## src/rtl/fir_sample_feeder_if.sv

```systemverilog
// Upstream sample handshake into the FIR sample feeder.
// The master side drives samples; the slave side (the feeder) returns ready.
interface fir_sample_feeder_if #(
   parameter int DW = 8
);
   logic [DW-1:0] s_data;
   logic          s_valid;
   logic          s_ready;

   modport master (output s_data, output s_valid, input s_ready);
   modport slave  (input s_data, input s_valid, output s_ready);
endinterface

```

## src/rtl/fir_sample_feeder.sv

```systemverilog
// Buffers upstream samples and releases exactly one to the FIR every PERIOD clocks.
// Build option FEEDER_HOLD_LAST_EN: repeat the last sample on underrun instead of sending zero.
module fir_sample_feeder #(
   parameter int DW     = 8,
   parameter int DEPTH  = 8,
   parameter int AW     = 3,
   parameter int PERIOD = 9
) (
   input  logic          clk,
   input  logic          rst,
   fir_sample_feeder_if.slave s,
   output logic [DW-1:0] din,
   output logic          strobe,
   output logic [AW:0]   level,
   output logic          underrun,
   input  logic          clr_flags
);
   localparam int FW = (PERIOD > 1) ? $clog2(PERIOD) : 1;

   logic [DW-1:0] mem [DEPTH];
   logic [AW-1:0] wr_ptr_reg;
   logic [AW-1:0] rd_ptr_reg;
   logic [AW:0]   count_reg;
   logic [AW:0]   count_next;
   logic [FW-1:0] fcnt_reg;
   logic [DW-1:0] din_reg;
   logic          strobe_reg;
   logic          underrun_reg;
   logic [DW-1:0] filler;
   logic          tick;
   logic          empty;
   logic          full;
   logic          push;
   logic          pop;

   assign tick  = (fcnt_reg == FW'(PERIOD - 1));
   assign empty = (count_reg == '0);
   assign full  = (count_reg == (AW+1)'(DEPTH));
   // Writes are blocked while reset is held so no stale sample survives it.
   assign push  = rst & s.s_valid & ~full;
   assign pop   = tick & ~empty;

   assign s.s_ready = ~full;

`ifdef FEEDER_HOLD_LAST_EN
   assign filler = din_reg;
`else
   assign filler = '0;
`endif

   always_comb begin
      count_next = count_reg;
      case ({push, pop})
         2'b10:   count_next = count_reg + (AW+1)'(1);
         2'b01:   count_next = count_reg - (AW+1)'(1);
         default: count_next = count_reg;
      endcase
   end

   always_ff @(posedge clk) begin
      if (push)
         mem[wr_ptr_reg] <= s.s_data;
   end

   always_ff @(posedge clk) begin
      if (!rst) begin
         fcnt_reg     <= '0;
         wr_ptr_reg   <= '0;
         rd_ptr_reg   <= '0;
         count_reg    <= '0;
         din_reg      <= '0;
         strobe_reg   <= 1'b0;
         underrun_reg <= 1'b0;
      end else begin
         fcnt_reg   <= tick ? '0 : fcnt_reg + FW'(1);
         strobe_reg <= tick;
         count_reg  <= count_next;
         if (push)
            wr_ptr_reg <= wr_ptr_reg + AW'(1);
         if (pop) begin
            din_reg    <= mem[rd_ptr_reg];
            rd_ptr_reg <= rd_ptr_reg + AW'(1);
         end else if (tick) begin
            din_reg <= filler;
         end
         // An empty tick in the same clock as a clear leaves the flag set.
         if (tick && empty)
            underrun_reg <= 1'b1;
         else if (clr_flags)
            underrun_reg <= 1'b0;
      end
   end

   assign din      = din_reg;
   assign strobe   = strobe_reg;
   assign level    = count_reg;
   assign underrun = underrun_reg;
endmodule
```

## src/flat_wrapper.sv

```systemverilog
// flat-port wrapper written by rule: the top's interface ports become plain ports
module fir_sample_feeder_flat 
#(
   parameter int DW     = 8,
   parameter int DEPTH  = 8,
   parameter int AW     = 3,
   parameter int PERIOD = 9
)
  (clk, rst, din, strobe, level, underrun, clr_flags, s_s_data, s_s_valid, s_s_ready);
  fir_sample_feeder_if #(.DW(DW)) s_i ();
  input  logic clk;
  input  logic rst;
  output logic [DW-1:0] din;
  output logic strobe;
  output logic [AW:0] level;
  output logic underrun;
  input  logic clr_flags;
  input wire logic [$bits(s_i.s_data)-1:0] s_s_data;
  input wire logic [$bits(s_i.s_valid)-1:0] s_s_valid;
  output wire logic [$bits(s_i.s_ready)-1:0] s_s_ready;
  assign s_i.s_data = s_s_data;
  assign s_i.s_valid = s_s_valid;
  assign s_s_ready = s_i.s_ready;
  fir_sample_feeder #(.DW(DW), .DEPTH(DEPTH), .AW(AW), .PERIOD(PERIOD)) u_core (.clk(clk), .rst(rst), .s(s_i), .din(din), .strobe(strobe), .level(level), .underrun(underrun), .clr_flags(clr_flags));
endmodule
```

## config.mk

```make
export PLATFORM = sky130hd
export DESIGN_NAME = fir_sample_feeder_flat
export DESIGN_NICKNAME = d
export VERILOG_FILES = /design/src/rtl/fir_sample_feeder_if.sv /design/src/rtl/fir_sample_feeder.sv /design/src/flat_wrapper.sv
export SDC_FILE = /design/constraint.sdc
export NUM_CORES = 1
export LEC_CHECK = 0
export ABC_CLOCK_PERIOD_IN_PS = 6170
export CORE_MARGIN = 3
export CORE_UTILIZATION = 55
export CTS_CLUSTER_DIAMETER = 60
export DETAILED_ROUTE_END_ITERATION = 12
export GPL_ROUTABILITY_DRIVEN = 0
export GPL_TIMING_DRIVEN = 1
export PLACE_DENSITY = 0.78
export SETUP_SLACK_MARGIN = 0.2
export SYNTH_ARGS = -nofsm -noshare
export SYNTH_HDL_FRONTEND = slang
export SYNTH_SLANG_ARGS = --single-unit
```

## constraint.sdc

```tcl
create_clock -name clk -period 6.17 [get_ports clk]
set_input_delay 1.234 -clock clk [delete_from_list [all_inputs] [get_ports clk]]
set_output_delay 1.234 -clock clk [all_outputs]
set_load 0.01 [all_outputs]
```

==> results of run 1 <==
## power breakdown
group	total, mW	internal, mW	switching (mW)
Clock	0.389	0.186	0.204
Sequential	0.668	0.661	0.00678
Combinational	0.0429	0.0209	0.0220
## critical path, stage by stage
cell             delay (ns)
clkdlybuf4s50_1        0.86
nand3_4                0.19
nor3_1                 1.07
## cells by family after synthesis
group | after synthesis
flops | 91
buf+inv | 13
fa+ha+maj | 7
compound gates | 17
simple gates | 57
mux | 27
xor+xnor | 9
## per-layer routing
layer | share of wire | track usage | up-vias
li1 | - | - | 890
met1 | 0.45 | 0.2440 | 897
met2 | 0.49 | 0.2885 | 47
met3 | 0.037 | 0.03422 | 15
met4 | 0.025 | 0.1006 | 0
met5 | 0 | 0 | -
## cells in the final DEF (no fill, tap or decap), types with 3 or more instances in the layout
cell type        instances
nand2_1                 15
ha_1                     7
nor2b_1                  6
mux4_2                  16
mux2i_1                 11
o21ai_1                  8
xor2_1                   3
xnor2_1                  6
nand3_1                  3
clkbuf_8                 9
clkdlybuf4s50_1         26
dfxtp_1                 27
a21oi_1                  3
nand2b_1                 3
inv_1                    3
nor2_1                   5
and2_1                   9
edfxtp_1                64
nor3_1                   4
## stage by stage
| step | hold WS [ns] | util | instances |
|---|---|---|---|
| finish | 0.4514 | 0.6678 | 330 |
| global route | 0.4864 | 0.6678 | 330 |
| CTS | 0.4566 | 0.6678 | 330 |
| detailed placement | 0.4445 | 0.6363 | 314 |
| global placement | 0.4337 | 0.6363 | 314 |
| floorplan | 0.4294 | - | 221 |
## worst paths after layout
kind / startpoint / endpoint
worst min register to register: u_core.din[6]$_SDFFE_PN0P_ / u_core.din[6]$_SDFFE_PN0P_
worst max register to register: u_core.level[0]$_SDFFE_PN0P_ / u_core.level[2]$_SDFFE_PN0P_
worst min-delay path: u_core.din[6]$_SDFFE_PN0P_ / u_core.din[6]$_SDFFE_PN0P_
worst max-delay path: rst / u_core.mem[3][5]$_DFFE_PP_
## layout make-up
class                      count  area [µm²]  share of cell area
clock inverter                 7       68.82             0.01681
timing repair buffer          28       275.3             0.06724
multi-input combinational    117        1059              0.2586
tap                           75       93.84             0.02292
inverter                       3       11.26            0.002751
clock buffer                   9       123.9             0.03026
sequential                    91        2462              0.6015
## synthesized netlist by cell type, types with 2 or more instances
master / instances / area [µm²]
a21boi_1: 2 / 15.01
a21oi_1: 3 / 15.01
and2_1: 9 / 56.30
buf_1: 3 / 11.26
buf_2: 2 / 10.01
buf_6: 2 / 22.52
clkbuf_1: 2 / 7.510
dfxtp_1: 27 / 540.5
edfxtp_1: 64 / 1922
ha_1: 7 / 87.58
inv_1: 3 / 11.26
mux2i_1: 11 / 110.1
mux4_2: 16 / 360.4
nand2_1: 15 / 56.30
nand2b_1: 3 / 18.77
nand3_1: 3 / 15.01
nor2_1: 5 / 18.77
nor2b_1: 6 / 37.54
nor3_1: 4 / 20.02
o21ai_1: 8 / 40.04
or3_1: 2 / 12.51
xnor2_1: 6 / 52.55
xor2_1: 3 / 26.28
==> results.cfg, run 1 <==
[clocking]
cts_made_buffers = 9
cts_resized = 0
post_cts_buffers = 0
cts_num_sinks = 91
cts_tree = yes
holdBufCountCts = 0
cts.clk_slew.worst_paths_ns = 0.08
clk_latency_ns = 0.35
clk_path_buf_depth = 2
htree_levels = 3
root_buffer = clkbuf_8

[critical_path]
r2r_slack_ns = 3.57
cp-start-kind = input port
arrival_ns = 3.36
rr_worst_depth = 9
crit_path_max_fanout = 20
required_ns = 6.14
crit_path_end_kind = flop
path_class = in2reg

[placement]
hpwl_um = 4122
place_ws_ns = 2.370
io_buffers = 26
placed_area_um2 = 3901

[finish]
nets = 269
largest_reg_flops = 64
areaGrowthSynthToFinish_pct = 14.01
layout-drive-gt1-share = 0.1412
num_antenna_cells = 0
fin_area_um2 = 4094
nFillCells = 430

[drt]
dr.pass1.iters = 4
drt-initial-drc-count = 151
drc = 0
routed_via_density = 5.603
vias = 1849
routed_wl_um = 6188
route.antenna.remaining_nets = 0
routedWlPerCell_um = 18.75

[synth]
synth_top_family_by_area = multiplexers
ys_ff_latch = 91
synth-compound-area-share = 0.02683
synth-main-ff-cell = edfxtp_1
synth-async-reset-ratio = 0
synth.net_count = 240
yosys.area_share.simple = 0.09059
yosysSeqAreaShare = 0.6857
synth_xor_area_frac = 0.02195
synthAdderAreaFrac = 0.02439
yosys_warnings = 0
synth_mux_area_frac = 0.1310
synth_cells = 221
syn_area_um2 = 3591
syn_avg_cell_area_um2 = 16.25
synth_cell_types = 38
synth-edff-count = 64

[timing]
setup_ws_ns = 2.778
finalHoldViolCount = 0
max_slew_margin = 0.1244
clock.fmax_mhz = 294.9
fin_crit_sh = 0.5497
slew_viol_final = 0
finalSetupTns_ns = 0
tightestPinTransition_ns = 1.303
clock_skew_ns = 0.009118
fin_crit_ns = 3.392
finalSetupViolCount = 0
rsz0062_at_grt = no

[die]
rows = 28
dieArea_um2 = 7534
dieWidth_um = 86.80
coreArea_um2 = 6131
start_util = 0.5857
die_height_um = 86.80
io_pins = 27

[power]
total_power_mw = 1.100
p_per_area_nw_per_um2 = 268.7
leakage_nw = 1.337
ir_worst_vdd_mv = 0.1747

[worst_hold_path]
min_path_cells = 2
hp-class = reg2reg

[run_status]
status = finished clean

[grt]
grt_overflow = 0
antenna_found_initial = 0
grt_first_pass_wirelength_um = 9942
grt_pass1_vias = 1932
grt_max_degree = 21
track_usage = 0.1842

[job]
cap_viol_max_count = 0
(Power assumes the default switching activity.)
==> run 2: changes to the inputs <==
- ABC_CLOCK_PERIOD_IN_PS: 6170 -> 3600
- clock period: 6.17 -> 3.6 ns (I/O delays scaled with it)
==> results.cfg, run 2 (same netlist as run 1, synthesis figures left out) <==
[critical_path]
arrival_ns = 1.96
crit_path_max_fanout = 7
crit_path_start = u_core.level[0]$_SDFFE_PN0P_
crit_path_end_kind = output port
path_class = reg2out
cp-start-kind = flop
r2r-start = u_core.level[0]$_SDFFE_PN0P_
required_ns = 2.88

[placement]
hpwl_um = 4074
place_inst = 325
io_buffers = 26
place_ws_ns = 0.7384

[die]
coreArea_um2 = 6131
rows = 28
dieArea_um2 = 7534
io_pins = 27
die_height_um = 86.80
dieWidth_um = 86.80
start_util = 0.5857

[power]
p_per_area_nw_per_um2 = 458.6
ir_worst_vdd_mv = 0.3171
leakage_nw = 1.400

[drt]
vias = 1932
routedWlPerCell_um = 18.24
drc = 0
drt-initial-drc-count = 180
dr.pass1.iters = 4
routed_wl_um = 6221
routed_via_density = 5.666
route.antenna.remaining_nets = 0

[clocking]
root_buffer = clkbuf_8
clk_path_buf_depth = 2
cts_made_buffers = 9
post_cts_buffers = 0
holdBufCountCts = 0
clk_latency_ns = 0.36
cts.clk_slew.worst_paths_ns = 0.09
htree_levels = 3
cts_resized = 0
cts_tree = yes
cts_num_sinks = 91

[timing]
finalSetupViolCount = 0
clock_skew_ns = 0.01040
tightestPinTransition_ns = 0.8135
setup_ws_ns = 0.9162
max_slew_margin = 0.4569
finalSetupTns_ns = 0
fin_crit_ns = 2.684
fin_crit_sh = 0.7455
rsz0062_at_grt = no
clock.fmax_mhz = 372.6
slew_viol_final = 0
finalHoldViolCount = 0

[finish]
nets = 280
largest_reg_flops = 64
num_antenna_cells = 0
areaGrowthSynthToFinish_pct = 16.83
most-common-layout-cells = edfxtp_1 (64), dfxtp_1 (27), clkdlybuf4s50_1 (26)
layout_commonest_cell = edfxtp_1
finalNonFillerCells = 341
post-route-util = 0.6843
layout-drive-gt1-share = 0.1767

[grt]
grt_pass1_vias = 1917
grt_max_degree = 20
grt_overflow = 0
track_usage = 0.1873
antenna_found_initial = 0
grt_first_pass_wirelength_um = 10180

[worst_hold_path]
hp-class = reg2reg
worstHoldStart = u_core.din[6]$_SDFFE_PN0P_

[job]
cap_viol_max_count = 0

[run_status]
status = finished clean
run 2: cell count changes in the layout (fill, tap and decap cells not counted), sizes merged:
cell,delta
clkbuf,+2
inv,+1
clkinvlp,+1
clkinv,-4
buf,+11
run 2: final cells by class:
type,instances,area [µm²]
Multi-Input combinational cell,117,1059
Timing Repair Buffer,39,357.8
Inverter,3,11.26
Clock inverter,5,58.81
Tap cell,75,93.84
Sequential cell,91,2462
Fill cell,409,1936
Clock buffer,11,152.6
run 2: power breakdown:
group | leakage [nW] | internal [mW] | switching [mW]
Clock | 0.101 | 0.364 | 0.338
Sequential | 0.797 | 1.13 | 0.0108
Combinational | 0.503 | 0.0391 | 0.0398
Total | 1.40 | 1.54 | 0.388
run 2: critical path, stage by stage (launching register included):
cell	delay [ns]
dfxtp_1	0.38
or4b_1	0.69
clkdlybuf4s50_1	0.54
run 2: final timing paths:
kind / endpoint / slack (ns) / cells past startpoint
setup reg to reg: u_core.level[2]$_SDFFE_PN0P_ / 1.03 / 9
hold reg to reg: u_core.din[6]$_SDFFE_PN0P_ / 0.45 / 2
setup / recovery: s_s_ready / 0.92 / 2
hold / removal: u_core.din[6]$_SDFFE_PN0P_ / 0.45 / 2
run 2: per-stage QoR:
step,instance area (µm²),total power [mW],hold WS [ns]
final,4195,1.924,0.4497
after global routing,4195,1.997,0.4803
after CTS,4195,1.951,0.4515
after detailed placement,3984,1.247,0.4391
after global placement,3984,1.244,0.4342
after floorplan,3591,1.205,0.4294
run 2: routing by layer:
metal	global-route usage	vias to the layer above	wire length, µm
li1	-	916	-
met1	0.2647	970	2888
met2	0.2761	39	2993
met3	0.04563	7	233
met4	0.08640	0	105
met5	0	-	0
==> run 3: changes to the inputs <==
- ABC_CLOCK_PERIOD_IN_PS: 3600 -> 2250
- CORE_UTILIZATION: 55 -> 52
- PLACE_DENSITY: 0.78 -> 0.77
- clock period: 3.6 -> 2.25 ns (I/O delays scaled with it)
==> results.cfg, run 3 (same netlist as run 1, synthesis figures left out) <==
[finish]
largest_reg_flops = 64
layout-drive-gt1-share = 0.2750
nets = 294
areaGrowthSynthToFinish_pct = 20.70
most-common-layout-cells = edfxtp_1 (64), buf_4 (26), clkdlybuf4s50_1 (25)
nFillCells = 431
num_antenna_cells = 0
finalNonFillerCells = 357
fin_area_um2 = 4334
post-route-util = 0.6636
layout_commonest_cell = edfxtp_1

[clocking]
cts_num_sinks = 91
cts.clk_slew.worst_paths_ns = 0.09
holdBufCountCts = 0
htree_levels = 3
cts_made_buffers = 9
clk_path_buf_depth = 2
clk_latency_ns = 0.34
cts_tree = yes
root_buffer = clkbuf_8

[die]
coreArea_um2 = 6531
die_height_um = 89.10
rows = 29
io_pins = 27
start_util = 0.5498
dieArea_um2 = 7939
dieWidth_um = 89.10

[drt]
routedWlPerCell_um = 18.65
routed_wl_um = 6659
dr.pass1.iters = 4
route.antenna.remaining_nets = 0
drc = 0
routed_via_density = 5.521
drt-initial-drc-count = 135
vias = 1971

[critical_path]
crit_path_end_kind = flop
cp-start-kind = flop
required_ns = 2.53
crit_path_max_fanout = 3
path_class = reg2reg
arrival_ns = 2.51

[timing]
max_slew_margin = 0.6005
whs_ns = 0.4508
tightestPinTransition_ns = 0.5984
clock_skew_ns = 0.01114
fin_crit_sh = 0.9936
clock.fmax_mhz = 447.3
fin_crit_ns = 2.236
finalHoldViolCount = 0
setup_ws_ns = 0.01448
finalSetupTns_ns = 0
finalSetupViolCount = 0
slew_viol_final = 0
rsz0062_at_grt = yes

[placement]
placed_area_um2 = 4078
place_ws_ns = -0.04496
io_buffers = 26
place_inst = 336
hpwl_um = 4170

[worst_hold_path]
hp-class = reg2reg

[power]
switching_share = 0.2247
seqPwrFrac = 0.614
total_power_mw = 2.976
p_per_area_nw_per_um2 = 686.5
p_switching_mw = 0.6687
leakage_nw = 1.464
clock_power_share = 0.337
ir_worst_vdd_mv = 0.3277
comb_power_share = 0.049
p_int_mw = 2.307

[grt]
grt_first_pass_wirelength_um = 10320
track_usage = 0.1791
grt_pass1_vias = 2009
grt_overflow = 0
antenna_found_initial = 0
grt_max_degree = 20

[job]
cap_viol_max_count = 0

[run_status]
status = finished clean
==> run 3: changes by cell type in the layout (fill, tap and decap cells not counted), moves of 2 or more <==
cell,before,now
buf_4,13,26
dfxtp_1,27,22
dfxtp_2,0,4
ha_1,7,4
ha_4,0,2
inv_6,1,3
==> run 3: layout make-up <==
type,instances,area [µm²],share of cell area
flip-flops and latches,91,2471,0.5701
multi-input cells,117,1112,0.2566
repair buffers,53,461.7,0.1065
clock buffers,9,123.9,0.02858
well taps,77,96.34,0.02223
clock inverters,7,57.56,0.01328
inverters,3,11.26,0.002598
==> run 3: layer usage <==
layer / GRT usage / share of wire / vias to the layer above
met5: 0 / 0 / -
met4: 0.05277 / 0.0038 / 0
met3: 0.02765 / 0.023 / 4
met2: 0.3061 / 0.52 / 30
met1: 0.2385 / 0.45 / 1001
li1: - / - / 936
==> run 3: critical path: stages (launching register included) <==
cell	delay, ns
dfxtp_2	0.34
or4_4	0.54
and2_4	0.18
ha_4	0.17
xor2_2	0.15
ha_2	0.18
a21oi_2	0.11
xor2_1	0.09
or3_1	0.31
a21boi_1	0.12
==> run 3: power by group through the flow <==
stage	Sequential (mW)	Clock, mW	Combinational [mW]
after CTS	1.83	1.02	0.142
after global routing	1.83	1.10	0.162
after detailed placement	1.87	0	0.138
after floorplan	1.87	0	0.0629
after global placement	1.86	0	0.135
final	1.83	1.00	0.146
==> run 3: path summary, 6_finish.rpt <==
| kind | start | slack (ns) | depth (start not counted) | end |
|---|---|---|---|---|
| worst max register to register | u_core.level[1]$_SDFFE_PN0P_ | 0.01 | 9 | u_core.level[2]$_SDFFE_PN0P_ |
| worst min-delay path | u_core.din[1]$_SDFFE_PN0P_ | 0.45 | 2 | u_core.din[1]$_SDFFE_PN0P_ |
| worst max-delay path | u_core.level[1]$_SDFFE_PN0P_ | 0.01 | 9 | u_core.level[2]$_SDFFE_PN0P_ |
| worst min register to register | u_core.din[1]$_SDFFE_PN0P_ | 0.45 | 2 | u_core.din[1]$_SDFFE_PN0P_ |
==> run 3: what timing repair did <==
item	4_1_cts	5_1_grt
gates cloned	0	0
setup buffers	2	3
resized for setup	4	9
setup endpoints to repair	3	3
pin swaps	4	3
